**src/rtl/td4_pkg.sv**
```systemverilog
// Shared definitions for the TD4 program loader: default widths, loader FSM
// states and the NOP encoding used to pad unloaded program words.
package td4_pkg;

  localparam int ADDR_W_DEF = 4;
  localparam int DATA_W_DEF = 8;

  localparam logic [7:0] NOP = 8'h00;

  typedef enum logic [1:0] {
    IDLE = 2'd0,
    LOAD = 2'd1,
    FILL = 2'd2,
    DONE = 2'd3
  } state_e;

endpackage : td4_pkg

```
**src/rtl/prog_ram.sv**
```systemverilog
// Writable program memory: one synchronous write port, one combinational read
// port, every word cleared by the asynchronous reset.
module prog_ram
  import td4_pkg::*;
#(
  parameter int ADDR_W = ADDR_W_DEF,
  parameter int DATA_W = DATA_W_DEF
) (
  input  logic              clk,
  input  logic              rst_ni,
  input  logic              we_i,
  input  logic [ADDR_W-1:0] waddr_i,
  input  logic [DATA_W-1:0] wdata_i,
  input  logic [ADDR_W-1:0] raddr_i,
  output logic [DATA_W-1:0] rdata_o
);

  localparam int DEPTH = 2 ** ADDR_W;

  // Flop-based storage: a block RAM cannot clear all words on reset.
  logic [DATA_W-1:0] word_q [DEPTH];

  always_ff @(posedge clk or negedge rst_ni) begin
    if (!rst_ni) begin
      for (int i = 0; i < DEPTH; i++) begin
        word_q[i] <= '0;
      end
    end else if (we_i) begin
      word_q[waddr_i] <= wdata_i;
    end
  end

  assign rdata_o = word_q[raddr_i];

endmodule : prog_ram

```
**src/rtl/prog_loader.sv**
```systemverilog
// Host-driven program loader: streams instruction bytes into program memory
// while holding the CPU, zero-pads the unloaded tail and reports the byte count.
module prog_loader
  import td4_pkg::*;
#(
  parameter int ADDR_W = ADDR_W_DEF,
  parameter int DATA_W = DATA_W_DEF
) (
  input  logic              clk,
  input  logic              n_reset,
  input  logic              host_start,
  input  logic              host_valid,
  input  logic [DATA_W-1:0] host_data,
  output logic              host_ready,
  input  logic              host_end,
  input  logic [ADDR_W-1:0] cpu_addr,
  output logic [DATA_W-1:0] cpu_dout,
  output logic              cpu_hold,
  output logic              load_done,
  output logic [ADDR_W:0]   load_count
);

  localparam logic [ADDR_W-1:0] LAST_ADDR = '1;

  state_e            state_q, state_d;
  logic [ADDR_W-1:0] wr_ptr_q, wr_ptr_d;
  logic [ADDR_W:0]   count_q, count_d;
  logic [ADDR_W:0]   load_count_q;

  logic              ram_we;
  logic [DATA_W-1:0] ram_wdata;
  logic [DATA_W-1:0] ram_rdata;

  prog_ram #(
    .ADDR_W (ADDR_W),
    .DATA_W (DATA_W)
  ) u_prog_ram (
    .clk     (clk),
    .rst_ni  (n_reset),
    .we_i    (ram_we),
    .waddr_i (wr_ptr_q),
    .wdata_i (ram_wdata),
    .raddr_i (cpu_addr),
    .rdata_o (ram_rdata)
  );

  always_ff @(posedge clk or negedge n_reset) begin
    if (!n_reset) begin
      state_q      <= IDLE;
      wr_ptr_q     <= '0;
      count_q      <= '0;
      load_count_q <= '0;
    end else begin
      state_q  <= state_d;
      wr_ptr_q <= wr_ptr_d;
      count_q  <= count_d;
      // DONE lasts one cycle, so this captures the final count exactly once.
      if (state_d == DONE) begin
        load_count_q <= count_d;
      end
    end
  end

  always_comb begin
    state_d    = state_q;
    wr_ptr_d   = wr_ptr_q;
    count_d    = count_q;
    ram_we     = 1'b0;
    ram_wdata  = host_data;
    host_ready = 1'b0;
    load_done  = 1'b0;

    unique case (state_q)
      IDLE: begin
        if (host_start) begin
          state_d  = LOAD;
          wr_ptr_d = '0;
          count_d  = '0;
        end
      end

      LOAD: begin
        host_ready = 1'b1;
        if (host_valid) begin
          ram_we  = 1'b1;
          count_d = count_q + (ADDR_W + 1)'(1);
          if (wr_ptr_q == LAST_ADDR) begin
            state_d = DONE;
          end else begin
            wr_ptr_d = wr_ptr_q + ADDR_W'(1);
          end
        end
        // A byte accepted alongside host_end is already in wr_ptr_d.
        if (host_end && state_d == LOAD) begin
          state_d = (wr_ptr_d < LAST_ADDR) ? FILL : DONE;
        end
      end

      FILL: begin
        ram_we    = 1'b1;
        ram_wdata = DATA_W'(NOP);
        if (wr_ptr_q == LAST_ADDR) begin
          state_d = DONE;
        end else begin
          wr_ptr_d = wr_ptr_q + ADDR_W'(1);
        end
      end

      DONE: begin
        load_done = 1'b1;
        state_d   = IDLE;
      end

      default: begin
        state_d = IDLE;
      end
    endcase
  end

  assign cpu_hold   = (state_q != IDLE);
  assign cpu_dout   = (state_q == IDLE) ? ram_rdata : '0;
  assign load_count = load_count_q;

endmodule : prog_loader

```
**config.mk**
```make
export PLATFORM = sky130hd
export DESIGN_NAME = prog_loader
export DESIGN_NICKNAME = d
export VERILOG_FILES = /design/src/rtl/td4_pkg.sv /design/src/rtl/prog_ram.sv /design/src/rtl/prog_loader.sv
export SDC_FILE = /design/constraint.sdc
export NUM_CORES = 1
export LEC_CHECK = 0
export ABC_CLOCK_PERIOD_IN_PS = 2800
export CAP_MARGIN = 20
export CORE_MARGIN = 4
export CORE_UTILIZATION = 45
export CTS_CLUSTER_DIAMETER = 40
export DETAILED_ROUTE_END_ITERATION = 7
export SLEW_MARGIN = 40
export SYNTH_ARGS = -nofsm -noshare
export SYNTH_HDL_FRONTEND = slang
export SYNTH_HIERARCHICAL = 1
export SYNTH_SLANG_ARGS = --single-unit
export TNS_END_PERCENT = 100
```
**constraint.sdc**
```tcl
create_clock -name clk -period 2.8 [get_ports clk]
set_clock_uncertainty 0.2 [all_clocks]
set_input_delay 0.56 -clock clk [delete_from_list [all_inputs] [get_ports clk]]
set_output_delay 0.56 -clock clk [all_outputs]
set_load 0.005 [all_outputs]
```
Yosys cells after proc, flatten, opt, wreduce, memory -nomap -nowiden --
Cells that the tools add are included.
Word-level totals: flip-flop bits (word level) 144, bits of input ports 17
Operators by class: add/sub/neg operators 2, order comparisons 4, equality and inequality tests 7, muxes and demuxes 27, bitwise logic cells 2, reduce and logical (&&, ||, !) cells 6
Operator list (count):
- $bwmux W128 | 1
- $mux W8 | 5
- $bmux W8 S4 | 1
- $demux W8 S4 | 1
- $mux W4 | 4
- $pmux W4 S3 | 1
- $ge A5 B5 Y1 const B | 2
- $mux W2 | 5
- $mux W5 | 2
- $not A4 Y5 | 2
- $pmux W5 S2 | 1
- $pmux W2 S4 | 1
- $eq A2 B2 Y1 const B | 3
- $add A5 B1 Y5 const B | 1
- $lt A5 B1 Y1 const B | 1
- $add A4 B1 Y4 const B | 1
- $eq A2 B1 Y1 const B | 2
- $eq A4 B4 Y1 const B | 1
- $lt A4 B4 Y1 const B | 1
- $mux W1 | 4
- $reduce_bool A3 Y1 | 1
- $logic_and A1 B1 Y1 | 2
- $logic_not A2 Y1 | 1
- $ne A2 B2 Y1 const B | 1
- 3 further kinds | 3

Longest topological paths before layout --
word-level depth 9, mapped depth 9

By module --
The synthesis kept the hierarchy.
Modules (own cells, without submodules):
- prog_ram | times used 1, cells each 364, area an instance 5800.6 sq um, sequential area each 3203.1 sq um
- prog_loader | times used 1, cells each 122, area an instance 1207.4 sq um, sequential area each 400.4 sq um

Least setup slack after synthesis --
OpenSTA, ideal clock, no wires.
kind reg2reg, start register state_q[0], end register u_prog_ram/word_q[100] (netlist name), setup time 0.125 ns, data arrival time 2.437 ns, required time 2.475 ns, slack 0.038 ns, stages on the path, launching flop included 10, buffers on the path 2, cells stage by stage dfrtp_1 inv_1 ha_1 clkbuf_1 a21oi_1 nor2b_1 nor3b_1 and3_1 buf_4 mux2_2
Between the ends: elaborated cells between the ends (all ways) 5, classes of those cells 2 x eq/ne; 3 x mux
RTL lines:
- from (decl) | line prog_loader.sv:25 | state_e state_q, state_d;
- from (signal assigned) | line prog_loader.sv:54 | state_q <= state_d;
- $eq A2 B2 Y1 / $eq A2 B1 Y1 (equally long branches) | line prog_loader.sv:73 | unique case (state_q)
- $pmux W1 S2 (*) | line prog_loader.sv:73
- via ram_we | line prog_loader.sv:30 | logic ram_we;
- to (signal, indexed assignment) | line prog_ram.sv:29 | word_q[waddr_i] <= wdata_i;
- to (decl) | line prog_ram.sv:21 | logic [DATA_W-1:0] word_q [DEPTH];
The timed path passes the listed nets; every way through them passes the cells marked *. A chain may end at the register's enable or synchronous reset.

Worst setup path in the final report --
start input cpu_addr[0], end output cpu_dout[7]
Between the ends: word-level cells in the longest chain between the ends 5
RTL lines:
- from (decl) | line prog_loader.sv:16 | input logic [ADDR_W-1:0] cpu_addr,
- $not A4 Y5 (not written as such) | line prog_ram.sv:33 | assign rdata_o = word_q[raddr_i];
- $bmux W8 S4 | line prog_ram.sv:33
- $mux W8 (not written as such) (2 in series) | line prog_ram.sv:33
- via ram_rdata[7] | line prog_loader.sv:32 | logic [DATA_W-1:0] ram_rdata;
- $mux W8 | line prog_loader.sv:121 | assign cpu_dout = (state_q == IDLE) ? ram_rdata : '0;
- to (decl) | line prog_loader.sv:17 | output logic [DATA_W-1:0] cpu_dout,
The timed path passes the listed nets, and every way through them passes these cells. The select of a mux whose other input is x is not followed.

==> run summary <==
Max Clk Rate = 359.3 MHz
worst-case vdd ir drop = 451.9 uV
status = complete, no violations
GP Congestion = 0.8188
filler-free cell count of the finished design = 770
Critical Path, Cell by Cell = buf_12, buf_12, buf_12, buf_12, mux4_2, a22oi_2, nand2_1, and2_4, buf_6
Clock Sinks = 144
area grow syn2layout = 26.58%
Netlist Area Pre-Place = 7008 sq um
most instantiated flip-flop cell in the synthesis netlist = sky130_fd_sc_hd__dfrtp_1
number of instances in the synthesized netlist = 486
Clock Path Buffers = 2
placed cells = 723
power density cells = 665.6 nW/um^2
final core occ = 58.35%
worst setup path startpoint = cpu_addr[0]
total clock buffers created by CTS = 17
All-Layer GR Usage = 19.89%
setup slack of the critical path after layout = 0.01705 ns
sequential element share of the synthesized area = 51.42%
final cell area excluding filler cells = 8871 sq um
Final Net Count = 592
via count of the first global-routing pass = 4836
Synth cell types = 52
gr ovfl total = 0
maximum number of pins on one net before global-route repair = 51
Worst EP required = 2.04 ns
Setup-failing EPs final = 0
max-slew violations = 0
Synth Register Bits = 144
overall die area = 17630 sq um
initial core utilization = 46.10%
type of the tightest min-delay check = reg2reg
global-route wire length before repair = 27030 um
unrepaired setup endpoints after global routing = true
CORE AREA = 15200 sq um
share of final-layout standard cells stronger than drive strength 1 = 53.87%
overall power consumption = 5.905 mW
warning count from the yosys run = 6
standard cell with the maximum stage delay on the critical path = sky130_fd_sc_hd__mux4_2
# IOs = 33
kind of capture point of the worst setup path = output pin
critical hold path startpoint = u_prog_ram/word_q[14]$_DFFE_PN0P_
headroom to the max-slew limit = 54.78%
die outline width = 132.8 um
Post-Place Cell Area = 8020 sq um
average detailed-routed wire length per instance = 21.13 um
WHS = 0.2832 ns
leakage = 4.192 nW
Worst path top cell family by delay = buffers and inverters
final worst-path cycle share = 99.39%
Setup TNS Final = 0 ns
number of placement rows = 45
Buf/Inv on CP = 5
Max-Cap Viols = 0
first drt pass iteration count = 4
shortest clock period the worst path allows after layout = 2.783 ns
total length of routed wires = 16270 um
startpoint of the worst-slack reg-to-reg timing path = state_q[0]$_DFF_PN0_
total half-perimeter wirelength after legalization and detailed placement = 10640 um
async set or reset register ratio after synthesis = 100.0%
maximum single-stage delay on the critical path = 0.49 ns
H-Tree Level Count = 4
final antenna-violating net count = 0
transition time of the tightest slew-check pin = 0.6753 ns
via density per instance = 5.625
Final Hold Viols = 0
pre-CTS setup slack = -0.6012 ns
remaining routing DRC violations = 0
Root Buffer Master = sky130_fd_sc_hd__clkbuf_16
number of enable-type register cells in the synthesized netlist = 0
Clock transition at path regs = 0.06 ns
worst skew pair latency = 0.42 ns
most common cell type on the critical path = sky130_fd_sc_hd__buf_12
CTS tree = built
Port-buffer cells = 32
Detailed Route Iter0 Violations = 186
mean area per synthesized cell = 14.42 sq um
initial antenna violation count = 0
number of nets produced by synthesis = 510
critical path type = in2out
floorplan die height = 132.8 um
Critical Path AT = 2.02 ns
critical-path maximum fanout = 5
FILL cells = 1182
category of the worst setup path launch point = input pin
via count = 4331
-- worst reg2reg max path: stages, from the launching register on --
cell	delay [ns]
sky130_fd_sc_hd__dfrtp_1	0.39
sky130_fd_sc_hd__inv_1	0.13
sky130_fd_sc_hd__ha_1	0.33
sky130_fd_sc_hd__a21oi_1	0.07
sky130_fd_sc_hd__nor2b_1	0.18
sky130_fd_sc_hd__buf_4	0.15
sky130_fd_sc_hd__nand3b_1	0.10
sky130_fd_sc_hd__or3_1	0.53
sky130_fd_sc_hd__mux2_2	0.36
-- path summary, 6_finish.rpt --
check | endpoint | slack (ns) | cells past startpoint
min reg2reg | u_prog_ram/word_q[14]$_DFFE_PN0P_ | 0.28 | 1
max | cpu_dout[7] | 0.02 | 9
max in group asynchronous | u_prog_ram/word_q[87]$_DFFE_PN0P_ | 1.20 | 3
max reg2reg | u_prog_ram/word_q[60]$_DFFE_PN0P_ | 0.25 | 8
min | u_prog_ram/word_q[14]$_DFFE_PN0P_ | 0.28 | 1
min in group asynchronous | load_count[3]$_DFFE_PN0N_ | 0.46 | 2
-- synthesized netlist by cell type (all sizes together), types with 2 or more instances --
cell type / count / area share (%)
nand3: 3 / 0.39
a31o: 2 / 0.25
a2bb2oi: 2 / 0.25
nand4: 2 / 0.18
a22oi: 17 / 1.8
nor2: 15 / 1.1
clkbuf: 15 / 0.80
o211a: 2 / 0.29
xnor2: 3 / 0.38
nand2: 19 / 1.1
nor2b: 14 / 1.2
inv: 4 / 0.21
or3: 3 / 0.27
dfrtp: 144 / 51
buf: 16 / 1.3
nand3b: 3 / 0.37
a31oi: 2 / 0.18
a22o: 4 / 0.50
mux2: 134 / 22
ha: 7 / 1.2
o211ai: 2 / 0.21
mux4: 32 / 10
and2: 11 / 0.98
o21ai: 5 / 0.36
nand2b: 6 / 0.54
a21oi: 3 / 0.27
nor3b: 2 / 0.21
-- state kept, by name (all words and copies together) (netlist names) --
name               count
state_q                2
wr_ptr_q               4
u_prog_ram/word_q    128
count_q                5
load_count             5
-- routing by layer --
layer	routed length [um]	up-vias	GRT usage (%)
met5	0	-	0
met4	150	0	5.658
met3	482	15	4.487
met2	8252	66	33.18
met1	7383	2276	26.22
li1	-	1974	-
-- placed cells by master (no fill, tap or decap), types with 5 or more instances in the layout --
cell,instances
sky130_fd_sc_hd__a22oi_2,15
sky130_fd_sc_hd__and2_1,9
sky130_fd_sc_hd__buf_12,21
sky130_fd_sc_hd__buf_4,37
sky130_fd_sc_hd__buf_6,5
sky130_fd_sc_hd__clkbuf_16,17
sky130_fd_sc_hd__clkbuf_2,5
sky130_fd_sc_hd__clkdlybuf4s50_1,19
sky130_fd_sc_hd__dfrtp_1,144
sky130_fd_sc_hd__ha_1,6
sky130_fd_sc_hd__mux2_2,128
sky130_fd_sc_hd__mux2_4,5
sky130_fd_sc_hd__mux4_2,32
sky130_fd_sc_hd__nand2_1,17
sky130_fd_sc_hd__nand2b_1,6
sky130_fd_sc_hd__nor2_1,5
sky130_fd_sc_hd__nor2_2,9
sky130_fd_sc_hd__nor2b_1,6
sky130_fd_sc_hd__nor2b_2,8
-- layout make-up --
class                      count  area, sq um  area share [%]
inverter                       4        15.01          0.1693
sequential                   144         3603           40.62
antenna                        1        2.502         0.02821
timing repair buffer          94         1040           11.72
multi-input combinational    307         3366           37.94
clock inverter                 9        131.4           1.481
clock buffer                  23        478.0           5.388
tap                          188        235.2           2.652
-- kinds of logic (layout without fill, tap and decap cells) --
group	count (synthesis)	count (layout)	share of synthesized area [%]
muxes	167	167	32.23
DFF	144	144	51.42
and+or+nand+nor	81	81	6.767
AOI/OAI and AO/OA	48	48	5.553
buffers and inverters	35	130	2.285
adders and majority gates	7	7	1.250
xor gates and xnor gates	4	4	0.5000
other	0	1	0
-- power by group --
part | internal (mW) | switching [mW] | leakage, nW | total [mW]
clock network | 1.47 | 0.848 | 0.301 | 2.32
registers | 2.26 | 0.0950 | 1.99 | 2.36
logic | 0.591 | 0.637 | 1.90 | 1.23
-- repair_timing --
item                                    in CTS  in global routing
buffers inserted                            12                  3
endpoints found under the setup margin       9                  8
cloned                                       2                  0
resized for setup                           54                 13
hold buffers                                 1                  0
pin swaps                                   13                 10
hold endpoints to repair                    47                  0
No activity file was read; power rests on OpenSTA's default activity.
